--- config.mk ---
export PLATFORM = sky130hd
export DESIGN_NAME = aq_spsram_1024x16_arb
export DESIGN_NICKNAME = d
export VERILOG_FILES = /design/src/rtl/aq_spsram_arb_pkg.sv /design/src/rtl/aq_spsram_rr_arb2.sv /design/src/rtl/aq_spsram_1024x16_arb.sv
export SDC_FILE = /design/constraint.sdc
export NUM_CORES = 1
export LEC_CHECK = 0
export CORE_MARGIN = 1
export CORE_UTILIZATION = 24
export CTS_BUF_LIST = sky130_fd_sc_hd__clkbuf_4 sky130_fd_sc_hd__clkbuf_8 sky130_fd_sc_hd__clkbuf_16
export DETAILED_ROUTE_END_ITERATION = 10
export PLACE_DENSITY = 0.86
export SLEW_MARGIN = 15
export SYNTH_ARGS = -nofsm -noshare
export SYNTH_HDL_FRONTEND = slang
export SYNTH_SLANG_ARGS = --single-unit
--- constraint.sdc ---
create_clock -name forever_cpuclk -period 1.8 [get_ports forever_cpuclk]
set_clock_uncertainty 0.2 [all_clocks]
set_input_delay 0.36 -clock forever_cpuclk [delete_from_list [all_inputs] [get_ports forever_cpuclk]]
set_output_delay 0.36 -clock forever_cpuclk [all_outputs]
set_load 0.01 [all_outputs]
--- src/rtl/aq_spsram_arb_pkg.sv ---
// rtl/aq_spsram_arb_pkg.sv - shared state encoding and constants for the SRAM arbiter
package aq_spsram_arb_pkg;

    typedef enum logic {
        ST_INIT = 1'b0,
        ST_RUN  = 1'b1
    } arb_state_t;

    localparam int RQ0 = 0;
    localparam int RQ1 = 1;

    localparam int unsigned DEF_ADDR_WIDTH = 10;

    function automatic int unsigned init_last(input int unsigned aw);
        return (32'd1 << aw) - 32'd1;
    endfunction

    localparam int unsigned INIT_LAST = init_last(DEF_ADDR_WIDTH);

endpackage

--- src/rtl/aq_spsram_rr_arb2.sv ---
// rtl/aq_spsram_rr_arb2.sv - two-way round-robin grant with a single pointer flop
module aq_spsram_rr_arb2
    import aq_spsram_arb_pkg::*;
(
    input  logic       forever_cpuclk,
    input  logic       cpurst_b,
    input  logic [1:0] req,
    input  logic       en,
    output logic [1:0] gnt
);

    // r_ptr names the requester that wins a tie
    logic r_ptr;

    always_comb begin
        gnt = '0;
        if (cpurst_b && en) begin
            if (req == 2'b11) begin
                if (r_ptr) gnt[RQ1] = 1'b1;
                else       gnt[RQ0] = 1'b1;
            end else begin
                gnt = req;
            end
        end
    end

    always_ff @(posedge forever_cpuclk) begin
        if (!cpurst_b) begin
            r_ptr <= 1'b0;
        end else if (|gnt) begin
            r_ptr <= gnt[RQ0];
        end
    end

endmodule

--- src/rtl/aq_spsram_1024x16_arb.sv ---
// rtl/aq_spsram_1024x16_arb.sv - clear-on-init, round-robin sharing of one single-port SRAM
module aq_spsram_1024x16_arb
    import aq_spsram_arb_pkg::*;
#(
    parameter int ADDR_WIDTH = 10,
    parameter int DATA_WIDTH = 16
) (
    input  logic                  forever_cpuclk,
    input  logic                  cpurst_b,
    input  logic                  init_req,
    output logic                  init_busy,
    input  logic                  rq0_req,
    input  logic                  rq0_wr,
    input  logic [ADDR_WIDTH-1:0] rq0_addr,
    input  logic [DATA_WIDTH-1:0] rq0_wdata,
    input  logic [DATA_WIDTH-1:0] rq0_wmask,
    output logic                  rq0_gnt,
    output logic                  rq0_rvld,
    input  logic                  rq1_req,
    input  logic                  rq1_wr,
    input  logic [ADDR_WIDTH-1:0] rq1_addr,
    input  logic [DATA_WIDTH-1:0] rq1_wdata,
    input  logic [DATA_WIDTH-1:0] rq1_wmask,
    output logic                  rq1_gnt,
    output logic                  rq1_rvld,
    output logic [DATA_WIDTH-1:0] rdata,
    output logic [ADDR_WIDTH-1:0] sram_a,
    output logic                  sram_cen,
    output logic [DATA_WIDTH-1:0] sram_d,
    output logic                  sram_gwen,
    output logic [DATA_WIDTH-1:0] sram_wen,
    input  logic [DATA_WIDTH-1:0] sram_q
);

    localparam logic [ADDR_WIDTH-1:0] LAST_ADDR = ADDR_WIDTH'(init_last(ADDR_WIDTH));

    arb_state_t            r_state;
    arb_state_t            w_state_nxt;
    logic [ADDR_WIDTH-1:0] r_cnt;
    logic [ADDR_WIDTH-1:0] w_cnt_nxt;
    logic [1:0]            r_rvld;
    logic [1:0]            w_req;
    logic [1:0]            w_gnt;
    logic                  w_run;

    assign w_run = cpurst_b && (r_state == ST_RUN);
    assign w_req = {rq1_req, rq0_req};

    aq_spsram_rr_arb2 u_arb (
        .forever_cpuclk (forever_cpuclk),
        .cpurst_b       (cpurst_b),
        .req            (w_req),
        .en             (w_run),
        .gnt            (w_gnt)
    );

    always_ff @(posedge forever_cpuclk) begin
        if (!cpurst_b) begin
            r_state <= ST_INIT;
            r_cnt   <= '0;
            r_rvld  <= '0;
        end else begin
            r_state <= w_state_nxt;
            r_cnt   <= w_cnt_nxt;
            r_rvld  <= w_gnt & ~{rq1_wr, rq0_wr};
        end
    end

    // an init_req during INIT restarts the sweep instead of finishing it
    always_comb begin
        w_state_nxt = r_state;
        w_cnt_nxt   = r_cnt;
        case (r_state)
            ST_INIT: begin
                if (init_req) begin
                    w_cnt_nxt = '0;
                end else if (r_cnt == LAST_ADDR) begin
                    w_state_nxt = ST_RUN;
                    w_cnt_nxt   = '0;
                end else begin
                    w_cnt_nxt = r_cnt + ADDR_WIDTH'(1);
                end
            end
            ST_RUN: begin
                if (init_req) begin
                    w_state_nxt = ST_INIT;
                    w_cnt_nxt   = '0;
                end
            end
        endcase
    end

    always_comb begin
        sram_cen  = 1'b1;
        sram_gwen = 1'b0;
        sram_wen  = '0;
        sram_a    = '0;
        sram_d    = '0;
        if (cpurst_b) begin
            if (r_state == ST_INIT) begin
                sram_cen  = 1'b0;
                sram_gwen = 1'b1;
                sram_wen  = '1;
                sram_a    = r_cnt;
            end else if (w_gnt[RQ0]) begin
                sram_cen  = 1'b0;
                sram_gwen = rq0_wr;
                sram_wen  = rq0_wr ? rq0_wmask : '0;
                sram_a    = rq0_addr;
                sram_d    = rq0_wdata;
            end else if (w_gnt[RQ1]) begin
                sram_cen  = 1'b0;
                sram_gwen = rq1_wr;
                sram_wen  = rq1_wr ? rq1_wmask : '0;
                sram_a    = rq1_addr;
                sram_d    = rq1_wdata;
            end
        end
    end

    assign init_busy = !cpurst_b || (r_state == ST_INIT);
    assign rq0_gnt   = w_gnt[RQ0];
    assign rq1_gnt   = w_gnt[RQ1];
    assign rq0_rvld  = cpurst_b && r_rvld[RQ0];
    assign rq1_rvld  = cpurst_b && r_rvld[RQ1];
    assign rdata     = cpurst_b ? sram_q : '0;

endmodule

==> summary.md <==
| Metric | Value |
|---|---|
| Num ports | between 150 and 200 |
| Max-Cap Viols | 0 |
| Worst Tran Pin Value | between 300 and 400 ps |
| Net count after synthesis | approximately 280 |
| DRC | 0 |
| Pre-CTS setup slack | -1110 ps |
| Port Buffers | 171 |
| Status | finished, violations left |
| Detailed placement HPWL | 5.39 mm |
| Failing checks | negative setup slack |
| Layout Area Growth over Synthesis | 169% |
| Hold Violations, Final | 0 |
| CTS tree | done |
| Most common cell after layout, fill and taps aside | clkdlybuf4s50_1 |
| Per-cell routed wire length | between 15 and 20 um |
| Syn avg cell area | slightly above 8 um2 |
| Synth unique cells | 39 |
| Largest delay share family, worst path | buffers and inverters |
| Layout cells sized above 1 | 0.351 |
| Antenna viol nets, final | 0 |
| Critical path cell sequence | and2b_2, buf_6, nor4_4, clkbuf_16, buf_6, a221o_1, buf_2 |
| Starting DRT DRC Count | 149 |
| Worst Hold Class | flip-flop to flip-flop |
| Cell Area, Synth | 0.00137 mm2 |
| Die width | 77.5 um |
| Vias | 2384 |
| Nets | 502 |
| Clock Sinks | 14 |
| Top_reg_cell synth | dfxtp_1 |
| Max transition margin | 0.758 |
| Min Tclk post-route | 2310 ps |
| Die Area | 0.00600 mm2 |
| Tcrit/Tclk final | 1.28 |
| Slowest CP cell | dfxtp_2 |
| Setup crit start kind | flip-flop |
| First-pass GRT wire length | 12.0 mm |
| Vert. Die Dim | 77.5 um |
| Max incr delay on CP | 340 ps |
| Layout Cells excl Fill | around 470 |
| Final number of setup-violating endpoints | 48 |
| Flops & latches, synth | 14 |
| Power Density | 287 mW/mm2 |
| Critical path buffers and inverters | 4 |
| Slew Viols, Final | 0 |
| CTS clock-pin slew for the worst setup and hold paths | 60 ps |
| Leading cell types in the layout, fill and taps excluded | clkdlybuf4s50_1 (102), buf_2 (43), buf_4 (34), buf_6 (21), dlygate4sd2_1 (20) |
| Placer Congestion | 0.882 |
| Most common cell on crit path | buf_6 |
| Clk root buf | clkbuf_8 |
| Buffer levels on the longest clock path | 2 |
| Synth warnings | 0 |
| CTS Buf Count | 3 |
| Initial Utilization | 0.248 |
| Setup WS post-layout | -512 ps |
| DRT Wirelength | 8.08 mm |
| Static leakage | 0.00167 uW |
| Clk_lat worst skew | about 260 ps |
| Via-to-Cell Ratio | 5.12 |
| Placeable Area | 0.00551 mm2 |
| Required @ worst endpoint | 1240 ps |
| Total grt overflow | 0 |
| WS Path Type | flip-flop to primary output |
| Hold_buf cts | 0 |
| H-tree levels | 1 |
| Vias in the first global route | 2389 |
| Ys async rst share | 0 |
| RSZ-0062 raised after global routing | true |
| FILL cells | 450 |
| Arr. time, crit path | 1750 ps |
| Largest net degree at the start of global routing | 25 |
| Achievable frequency | 0.433 GHz |
| Gr usage total | 0.259 |
| Register area share after synthesis | 0.205 |
| Mapped Cells | 170 |
| Post-synth EDFFs | 0 |
| Row count | 27 |
| Crit path max fanout | 7 |
| Maximum VDD drop | ~0.22 mV |
| CP endpoint kind | primary output |
| Drt pass-1 iters | 4 |
| Placed cell count | 430 |
| Initial antenna violation count | 0 |
-- path summary, 6_finish.rpt --
path / endpoint / cells past startpoint / start / slack [ps]
worst max register to register: r_cnt[9]$_SDFFE_PN0P_ / 8 / r_state$_SDFF_PN0_ / 0
worst min register to register: r_cnt[6]$_SDFFE_PN0P_ / 2 / r_cnt[6]$_SDFFE_PN0P_ / 350
worst max-delay path: sram_wen[6] / 7 / u_arb.r_ptr$_SDFFE_PN0P_ / -510
worst min-delay path: r_cnt[6]$_SDFFE_PN0P_ / 2 / r_cnt[6]$_SDFFE_PN0P_ / 350
-- registers in the layout, indices dropped and copies added, names as in the netlist --
register,count
r_cnt,10
u_arb.r_ptr,1
r_rvld,2
r_state,1
-- what timing repair did --
action,4_1_cts,5_1_grt
gates cloned,6,1
resized for setup,256,23
setup buffers,26,7
setup endpoints to repair,71,49
pin swaps,22,23
-- per-stage QoR --
step | utilization | total power, uW | TNS [ps] | area [um2] | hold WS, ps
2_1_floorplan | - | 405 | -442 | 1380 | 232
3_3_place_gp | 0.618 | 749 | -63330 | 3400 | 299
3_5_place_dp | 0.618 | 754 | -62780 | 3400 | 315
4_1_cts | 0.662 | 1050 | -17250 | 3640 | 325
5_1_grt | 0.668 | 1100 | -21800 | 3680 | 355
6_report | 0.668 | 1060 | -19140 | 3680 | 349
-- routing by layer --
layer | global-route usage | share of wire | vias up
met5 | 0 | 0 | -
met4 | 0.111 | 0.020 | 0
met3 | 0.0671 | 0.079 | 14
met2 | 0.463 | 0.52 | 139
met1 | 0.286 | 0.38 | 1122
li1 | - | - | 1109
-- kinds of logic (layout without fill, tap and decap cells) --
logic type	after synthesis	after routing	synth area share
xor gates and xnor gates	4	4	0.0256
and+or+nand+nor	72	74	0.308
adders and majority gates	1	1	0.00915
DFF	14	14	0.205
buffers and inverters	22	243	0.0869
AOI/OAI and AO/OA	57	57	0.365
other	0	1	0
-- tightest hold or removal path: stages (launching register included) --
cell,delay (ps)
dfxtp_1,340
o21ai_1,110
a21oi_2,60
-- area by class of cell --
type,instances,area (um2),area share
clock buffers,4,55.1,0.0150
repair buffers,232,2140,0.581
multi-input cells,136,1080,0.294
diodes,1,2.50,0.000680
inverters,7,30.0,0.00816
flip-flops and latches,14,285,0.0775
well taps,72,90.1,0.0245
-- synth_stat cells, drive strengths merged, types with 2 or more instances --
cell type,n,share of area
a21oi,4,0.015
a221o,16,0.12
a222oi,10,0.073
a22o,16,0.10
a31oi,3,0.014
and2,20,0.092
and3,4,0.019
buf,10,0.054
clkbuf,5,0.014
dfxtp,14,0.20
inv,7,0.019
nand2,10,0.033
nand3,8,0.029
nor2,14,0.038
nor2b,4,0.018
nor4,2,0.020
o21ai,2,0.0073
o31ai,2,0.011
or3,5,0.024
xor2,3,0.019
-- where the power goes --
group	internal, uW	switching (uW)
combinational	283	135
clock	195	131
sequential	311	2.01
total	788	268
No activity file was read; power rests on OpenSTA's default activity.
